File: config.mk
export PLATFORM = sky130hd
export DESIGN_NAME = oled_frame_scheduler
export DESIGN_NICKNAME = d
export VERILOG_FILES = /design/src/rtl/oled_frame_scheduler.sv
export SDC_FILE = /design/constraint.sdc
export NUM_CORES = 1
export LEC_CHECK = 0
export CORE_MARGIN = 2
export CORE_UTILIZATION = 34
export CTS_BUF_LIST = sky130_fd_sc_hd__clkbuf_2
export CTS_CLUSTER_DIAMETER = 60
export CTS_CLUSTER_SIZE = 14
export DETAILED_ROUTE_END_ITERATION = 12
export GPL_ROUTABILITY_DRIVEN = 0
export PLACE_DENSITY = 0.76
export SETUP_SLACK_MARGIN = 0.15
export SLEW_MARGIN = 20
export SYNTH_ARGS = -nofsm -noshare
export SYNTH_HDL_FRONTEND = slang
export SYNTH_SLANG_ARGS = --single-unit
File: constraint.sdc
create_clock -name clk -period 2.06 [get_ports clk]
set_clock_uncertainty 0.15 [all_clocks]
set_input_delay 0.412 -clock clk [delete_from_list [all_inputs] [get_ports clk]]
set_output_delay 0.412 -clock clk [all_outputs]
set_load 0.05 [all_outputs]
File: src/rtl/oled_frame_scheduler.sv
`default_nettype none
// +--------------------------------------------------------------------------+
// | oled_frame_scheduler: frame-aligned pixel-source selector for OLED video.  |
// | Optional macro OLED_FRAME_SCHEDULER_BLANK_EN inserts a black frame per     |
// | switch.  Revision 1.0                                                      |
// +--------------------------------------------------------------------------+
module oled_frame_scheduler #(
  parameter int C_color_bits        = 16,
  parameter int C_sources           = 4,
  parameter int C_x_max             = 95,
  parameter int C_y_max             = 63,
  parameter int C_frames_per_source = 60
) (
  input  logic                              clk,
  input  logic                              rstn,
  input  logic [6:0]                        x,
  input  logic [5:0]                        y,
  input  logic                              next_pixel,
  input  logic [C_sources*C_color_bits-1:0] color_in,
  input  logic                              sel_next,
  input  logic                              auto_en,
  output logic [C_color_bits-1:0]           color,
  output logic [C_sources-1:0]              en,
  output logic [1:0]                        src,
  output logic                              frame_tick
);

  localparam logic [6:0]  C_X_LAST     = 7'(C_x_max);
  localparam logic [5:0]  C_Y_LAST     = 6'(C_y_max);
  localparam logic [1:0]  C_LAST_SRC   = 2'(C_sources - 1);
  localparam logic [15:0] C_LAST_FRAME = 16'(C_frames_per_source - 1);

  typedef enum logic [1:0] {
`ifdef OLED_FRAME_SCHEDULER_BLANK_EN
    ST_BLANK = 2'd2,
`endif
    ST_RUN   = 2'd0,
    ST_PEND  = 2'd1
  } state_t;

  state_t      state, state_nxt;
  logic [1:0]  src_nxt;
  logic [15:0] frame_cnt, frame_cnt_nxt;
  logic        frame_end;
  logic        auto_hit;
  logic        go_switch;
  logic [1:0]  src_inc;
  logic        blanking;

  assign frame_end = next_pixel && (x == C_X_LAST) && (y == C_Y_LAST);
  assign auto_hit  = auto_en && (frame_cnt == C_LAST_FRAME);
  assign src_inc   = (src == C_LAST_SRC) ? 2'd0 : 2'(src + 2'd1);

`ifdef OLED_FRAME_SCHEDULER_BLANK_EN
  assign blanking = (state == ST_BLANK);
`else
  assign blanking = 1'b0;
`endif

  always_ff @(posedge clk or negedge rstn) begin
    if (!rstn) begin
      state      <= ST_RUN;
      src        <= 2'd0;
      frame_cnt  <= 16'd0;
      frame_tick <= 1'b0;
    end else begin
      state      <= state_nxt;
      src        <= src_nxt;
      frame_cnt  <= frame_cnt_nxt;
      frame_tick <= frame_end;
    end
  end

  // src only moves on frame-end cycles, so a frame is never split between sources.
  always_comb begin
    state_nxt     = state;
    src_nxt       = src;
    frame_cnt_nxt = auto_en ? frame_cnt : 16'd0;
    go_switch     = 1'b0;

    case (state)
      ST_RUN: begin
        if (frame_end) begin
          if (sel_next || auto_hit) begin
            go_switch = 1'b1;
          end else if (auto_en) begin
            frame_cnt_nxt = frame_cnt + 16'd1;
          end
        end else if (sel_next) begin
          state_nxt = ST_PEND;
        end
      end
      ST_PEND: begin
        if (frame_end) begin
          go_switch = 1'b1;
        end
      end
`ifdef OLED_FRAME_SCHEDULER_BLANK_EN
      ST_BLANK: begin
        if (frame_end) begin
          state_nxt     = ST_RUN;
          src_nxt       = src_inc;
          frame_cnt_nxt = 16'd0;
        end
      end
`endif
      default: state_nxt = ST_RUN;
    endcase

    if (go_switch) begin
      frame_cnt_nxt = 16'd0;
`ifdef OLED_FRAME_SCHEDULER_BLANK_EN
      state_nxt     = ST_BLANK;
`else
      state_nxt     = ST_RUN;
      src_nxt       = src_inc;
`endif
    end
  end

  always_comb begin
    en    = '0;
    color = '0;
    for (int k = 0; k < C_sources; k++) begin
      if (src == 2'(k)) begin
        en[k] = !blanking;
        if (!blanking) begin
          color = color_in[k*C_color_bits +: C_color_bits];
        end
      end
    end
  end

endmodule
`default_nettype wire

Yosys cells after proc, flatten, opt, wreduce, memory -nomap -nowiden
Cells that the tools add are included.

Add/subtract/negate cells: 2. Equality and inequality tests: 10. Multiplexer cells: 23. Reduce and logical (&&, ||, !) cells: 7.

Operators with widths (count): 2-to-1 mux 16 bit (10); adder 16 x 1 -> 16 bit, second input constant (1); == test 16 x 6 -> 1 bit, second input constant (1); 2-to-1 mux 2 bit (4); == test 7 bit, second input constant (1); 2-to-1 mux 1 bit (7); == test 6 bit, second input constant (1); inequality test 3 bit, second input constant (2); == test 2 x 1 -> 1 bit, second input constant (2); == test 2 bit, second input constant (2); logical NOT 2 bit (2); one-hot mux 2 bit (2 select lines) (1); logical AND 1 bit (3); AND reduction 3 bit (1); adder 2 x 1 -> 2 bit, second input constant (1); inequality test 2 bit, second input constant (1); one-hot mux 1 bit (2 select lines) (1); logical OR 1 bit (1).

Register bits: 21. Input port bits: 82. Output and inout port bits: 23. Word-level logic and storage cells: 46.

Longest topological paths before layout
Gate-level depths: netlist (run 1).

Depth in word-level cells: 8. Mapped depth: 9.

Least setup slack after synthesis (run 1)
Ideal clock, no wire load.

Kind: register to output. Start point: reg src[1]. End point: out color[4]. Arrival: 3325 ps. Setup slack: -1827 ps. Cell stages (with the launch flop): 10. Path buffers: 2. Path through: dfrtp_1 > inv_1 > ha_1 > clkbuf_1 > nor2b_1 > clkbuf_1 > a22oi_1 > nor2_1 > a21oi_1 > o21ai_0.

Longest elaborated chain between the ends: 5.

RTL lines: from (decl) (line 24) `output logic [1:0] src,`; from (signal assigned) (line 68) `src <= src_nxt;`; logical NOT 2 bit (line 125) `if (src == 2'(k)) begin`; 2-to-1 mux 16 bit (3 in a row) (line 125); 2-to-1 mux 16 bit * (line 125); to (decl) (line 22) `output logic [C_color_bits-1:0] color,`.

Mark *: on every way between the ends. The rest lies on a longest branch, timed or not.

Final worst setup path (run 1)
Start point: reg src[0]. End point: out color[12].

The elaborated chain is that of the path after synthesis.

==> results of run 1 <==
==> per-stage QoR <==
stage	cells	area, um^2	worst slack (ps)	utilization	hold WS, ps
floorplan	238	1970	-441	-	-33.6
global placement	422	3440	-395	0.724	404
detailed placement	422	3440	-468	0.724	420
CTS	444	3890	-439	0.818	248
global route	462	4270	-721	0.898	261
finish	462	4270	-594	0.898	239
==> power breakdown <==
group	switching [W]	leakage [nW]	internal [W]	total, W
Clock	0.000128	0.0140	0.0000422	0.000170
Combinational	0.000175	1.40	0.000234	0.000409
Sequential	0.000000175	0.258	0.000393	0.000393
==> synth_stat cells, types with 2 or more instances <==
master     instances  area (um^2)
nand2_1           38          143
nor2_1            22         82.6
a21oi_1           21          105
o21ai_0           21          105
dfrtp_1           20          500
nand3_1           17         85.1
a22oi_1           15          113
clkbuf_1          14         52.6
a31oi_1            9         56.3
or4_1              9         67.6
nand4_1            6         37.5
nor4_1             6         37.5
ha_1               5         62.6
buf_2              3         15.0
inv_1              3         11.3
nor3_1             3         15.0
or3_1              3         18.8
and3_1             2         12.5
nand3b_1           2         15.0
nor2b_1            2         12.5
o2111ai_1          2         17.5
o21a_1             2         15.0
==> kinds of logic (layout without fill, tap and decap cells) <==
kind of cell    Yosys count  count (layout)  synth area share
fa+ha+maj                 5               5            0.0372
mux                       1               1           0.00669
simple gates            115             115             0.338
compound gates           76              78             0.271
buf+inv                  21             176            0.0491
flops                    20              20             0.297
==> registers in the layout, summed over array words and instances (netlist names) <==
signal / cells
frame_cnt: 16
src: 2
frame_tick: 1
state: 1
==> path summary, 6_finish.rpt <==
check,depth (start not counted),to,slack (ps),from
worst max-delay path,9,color[12],-590,src[0]
worst min-delay path,2,frame_cnt[0],240,rstn
worst max register to register,7,frame_cnt[10],130,frame_cnt[0]
worst min register to register,2,frame_cnt[10],520,frame_cnt[10]
max in group asynchronous,2,src[1],1280,rstn
min in group clk,4,frame_cnt[13],430,sel_next
==> layout make-up <==
| cell class | count | area (um^2) | share of cell area |
|---|---|---|---|
| Inverter | 4 | 22.5 | 0.00527 |
| Multi-Input combinational cell | 199 | 1690 | 0.395 |
| Clock inverter | 1 | 3.75 | 0.000879 |
| Sequential cell | 20 | 513 | 0.120 |
| Tap cell | 67 | 83.8 | 0.0196 |
| Clock buffer | 3 | 15.0 | 0.00352 |
| Timing Repair Buffer | 168 | 1950 | 0.456 |
==> per-layer routing <==
| layer | track usage | part of all wire | up-vias |
|---|---|---|---|
| met2 | 0.563 | 0.49 | 247 |
| met3 | 0.0556 | 0.11 | 70 |
| li1 | - | - | 1216 |
| met1 | 0.372 | 0.34 | 1309 |
| met5 | 0 | 0 | - |
| met4 | 0.0714 | 0.062 | 0 |
==> what timing repair did <==
action	4_1_cts	5_1_grt
buffers inserted	12	14
gates cloned	6	4
pin swaps	20	23
setup endpoints to repair	37	38
gates resized for setup	69	52
==> results.json, run 1 <==
{
  "status": "finished, violations left",
  "violations": "setup timing",
  "start_util": 0.354,
  "path_delay_family": "buffers and inverters",
  "wl_per_cell_um": 23.4,
  "maxSlewViolCount": 0,
  "fill_cells": 200,
  "critPathKind": "flop to primary output",
  "synthFlopType": "dfrtp_1",
  "core_area_mm2": 0.00475,
  "p_leak_nw": 1.67,
  "fin_nets": 483,
  "routed_wl_um": 10800,
  "grt_remaining_overflow": 0,
  "arrival_ps": 2090,
  "grt_max_degree": 21,
  "layout_setup_ws_ps": -594,
  "drc_errors": 0,
  "via_per_inst": 6.15,
  "rsz0062_at_grt": "yes",
  "route.vias.total": 2842,
  "min_period_ps": 2650,
  "die_h_um": 74.4,
  "fin_tns_setup_ps": -9150,
  "final_cell_mix": "66 x clkdlybuf4s50_1, 41 x buf_4, 36 x nand2_1",
  "layout_commonest_cell": "clkdlybuf4s50_1",
  "hp-class": "input port to asynchronous set/reset pin",
  "first_iter_violations": 245,
  "max_freq_ghz": 0.377,
  "portBuffers": 104,
  "antenna_left": 0,
  "diodes": 0,
  "cpMaxStageDelayCell": "dfrtp_2",
  "crit_buf_inv": 5,
  "drive_above_1_share": 0.451,
  "cts_buffer_depth": 2,
  "period_share": 1.29,
  "critPathMaxFanout": 17,
  "max_stage_delay_ps": 470,
  "finalHoldViolCount": 0,
  "ir_drop_mv": 0.336,
  "synth_cell_types": 35,
  "async_flop_share": 1.00,
  "insertion_delay_ps": 320,
  "syn-num-nets": 325,
  "dpl.hpwl_um": 5260,
  "cts.reportedPaths.clkPinSlew_ps": 210,
  "area_growth_pct": 154,
  "h-tree-depth": 1,
  "clkSinkCount": 20,
  "setup-violations-final": 19,
  "cp-start-kind": "flop",
  "dieArea_mm2": 0.00553,
  "grt_pass1_vias": 2596,
  "slew_headroom": 0.665,
  "synth_seq_cells": 20,
  "cts_buffers": 3,
  "p_total_w": 0.000972,
  "antenna_found_initial": 0,
  "avgSynthCellArea_um2": 7.07,
  "postCtsHoldBufs": 0,
  "seq_area_frac_synth": 0.297,
  "cp-end-kind": "primary output",
  "cts-root-buf": "clkbuf_2",
  "cts_tree": "built",
  "first_pass_iters": 5,
  "syn-cell-area_mm2": 0.00168,
  "pwr_density_cell_mw_per_mm2": 228,
  "die_x_um": 74.4,
  "syn-instance-count": 238,
  "crit_chain": "inv_2 > buf_4 > buf_6 > ha_4 > buf_12 > nor2_1 > a21oi_2 > o21ai_4 > buf_12",
  "synth-edff-count": 0,
  "critPathMostFrequentCell": "buf_12",
  "worstPathRequired_ps": 1500,
  "rows": 25,
  "tightest_slew_ps": 505,
  "maxCapViolations": 0,
  "grt_pass1_wl_um": 13000,
  "ioPinCount": 105,
  "track_usage": 0.307,
  "yosysWarnings": 0
}
No activity file was read; power rests on OpenSTA's default activity.
==> inputs of run 2 (changes only) <==
--- a/config.mk
+++ b/config.mk
@@ -12,6 +12,7 @@
 export CTS_CLUSTER_SIZE = 14
 export DETAILED_ROUTE_END_ITERATION = 12
 export GPL_ROUTABILITY_DRIVEN = 0
+export GPL_TIMING_DRIVEN = 0
 export PLACE_DENSITY = 0.76
 export SETUP_SLACK_MARGIN = 0.15
 export SLEW_MARGIN = 20
==> run 2 against run 1 <==
Compared with the run above:
- the flow still finishes with violations (setup timing)
- combinational power decreased by 17%
- cell count shrank 3.9%
- total power is 5.5% lower
- critical path type unchanged
- final area decreased by 11%
- setup slack better by 58 ps
==> results.json, run 2 (synthesis gave the netlist of run 1 again) <==
{
  "status": "finished, violations left",
  "violations": "setup timing",
  "grt_remaining_overflow": 0,
  "global_route.usage.met2": 0.486,
  "insertion_delay_ps": 370,
  "rsz0062_at_grt": "yes",
  "grt_pass1_vias": 2369,
  "die_x_um": 74.4,
  "die_h_um": 74.4,
  "grt_pass1_wl_um": 11500,
  "regMostFlops": "frame_cnt",
  "worstPathRequired_ps": 1500,
  "ioPinCount": 105,
  "via_per_inst": 5.99,
  "dpl.hpwl_um": 5280,
  "tightest_slew_ps": 888,
  "antenna_left": 0,
  "use_met3": 0.0501,
  "core_area_mm2": 0.00475,
  "p_leak_nw": 1.46,
  "crit_chain": "ha_4 > buf_8 > nor2b_4 > buf_8 > a22oi_1 > nor2_1 > a21oi_1 > o21ai_4 > buf_8",
  "setup-violations-final": 16,
  "max_freq_ghz": 0.385,
  "critPathKind": "flop to primary output",
  "postCtsHoldBufs": 0,
  "maxSlewViolCount": 0,
  "dieArea_mm2": 0.00553,
  "drive_above_1_share": 0.440,
  "top_regs": "frame_cnt: 16 flops, src: 2 flops",
  "rows": 25,
  "top_usage_layer": "met2",
  "diodes": 0,
  "critPathMostFrequentCell": "buf_8",
  "fin_nets": 465,
  "pwr_density_cell_mw_per_mm2": 241,
  "cp-end-kind": "primary output",
  "grtUsageMet1": 0.325,
  "final_cells": 444,
  "cts_buffers": 3,
  "finalHoldViolCount": 0,
  "antenna_found_initial": 0,
  "wl_per_cell_um": 19.9,
  "slew_headroom": 0.406,
  "arrival_ps": 2030,
  "cts_tree": "built",
  "cpMaxStageDelayCell": "dfrtp_2",
  "maxCapViolations": 0,
  "max_stage_delay_ps": 500,
  "routed_wl_um": 8830,
  "critPathMaxFanout": 10,
  "grt_max_degree": 21,
  "final_cell_mix": "65 x clkdlybuf4s50_1, 36 x nand2_1, 27 x buf_4",
  "ir_drop_mv": 0.363,
  "drc_errors": 0,
  "fin_tns_setup_ps": -8250,
  "min_period_ps": 2600,
  "dpl_worst_slack_ps": -958,
  "route.vias.total": 2660,
  "post-place-cells": 408,
  "clkSinkCount": 20,
  "track_usage": 0.270,
  "cp-start-kind": "flop",
  "portBuffers": 103,
  "first_pass_iters": 5,
  "cts_buffer_depth": 2,
  "first_iter_violations": 188,
  "period_share": 1.26,
  "area_growth_pct": 127,
  "largest_reg_flops": 16,
  "layout_setup_ws_ps": -536,
  "h-tree-depth": 1,
  "layout_commonest_cell": "clkdlybuf4s50_1",
  "cts.reportedPaths.clkPinSlew_ps": 230,
  "hp-class": "input port to asynchronous set/reset pin",
  "start_util": 0.354,
  "post-route-util": 0.803,
  "cts-root-buf": "clkbuf_2"
}
-- run 2: layout make-up --
type                    count  area (um^2)
flip-flops and latches     20          513
inverters                   4         22.5
clock buffers               3         15.0
clock inverters             1         3.75
fillers                   318          936
plain buffers              17          160
repair buffers            134         1290
multi-input cells         198         1730
well taps                  67         83.8
-- run 2: per-layer routing --
metal | share of wire | wire length (um) | vias to the layer above
li1 | - | - | 1174
met1 | 0.36 | 3210 | 1275
met2 | 0.50 | 4430 | 178
met3 | 0.10 | 920 | 33
met4 | 0.030 | 269 | 0
met5 | 0 | 0 | -
-- run 2: worst max-delay path, delay by kind of cell, from the launching register on --
family,cells,cell delay [ps]
adders and majority gates,1,180
buffers and inverters,3,440
DFF,1,500
AOI/OAI and AO/OA,3,310
and+or+nand+nor,2,270
-- run 2: repair_timing --
item / in CTS / in global routing
resized for setup: 196 / 95
hold endpoints to repair: 0 / 0
pin swaps: 21 / 38
gates cloned: 2 / 1
setup buffers: 18 / 11
setup endpoints to repair: 41 / 38
-- run 2: power breakdown --
group	total, W	internal, W	switching [W]
Combinational	0.000340	0.000194	0.000146
Clock	0.000185	0.0000421	0.000143
Sequential	0.000393	0.000393	0.000000173
-- run 2: worst paths after layout --
path | from | to | slack [ps] | cells after the start
worst min register to register | src[1] | src[1] | 420 | 1
worst min-delay path | rstn | frame_cnt[14] | 350 | 1
min in group clk | auto_en | frame_cnt[13] | 350 | 2
worst max register to register | frame_cnt[5] | frame_cnt[10] | 40 | 6
worst max-delay path | src[0] | color[5] | -540 | 9
max in group asynchronous | rstn | src[0] | 790 | 1
-- run 2: through the flow --
stage	cell area, um^2	hold WS [ps]	power [W]
final	3820	352	0.000919
after CTS	3410	327	0.000895
after floorplan	1970	-33.6	0.000524
after global routing	3820	351	0.000951
after global placement	3090	403	0.000721
after detailed placement	3090	414	0.000725
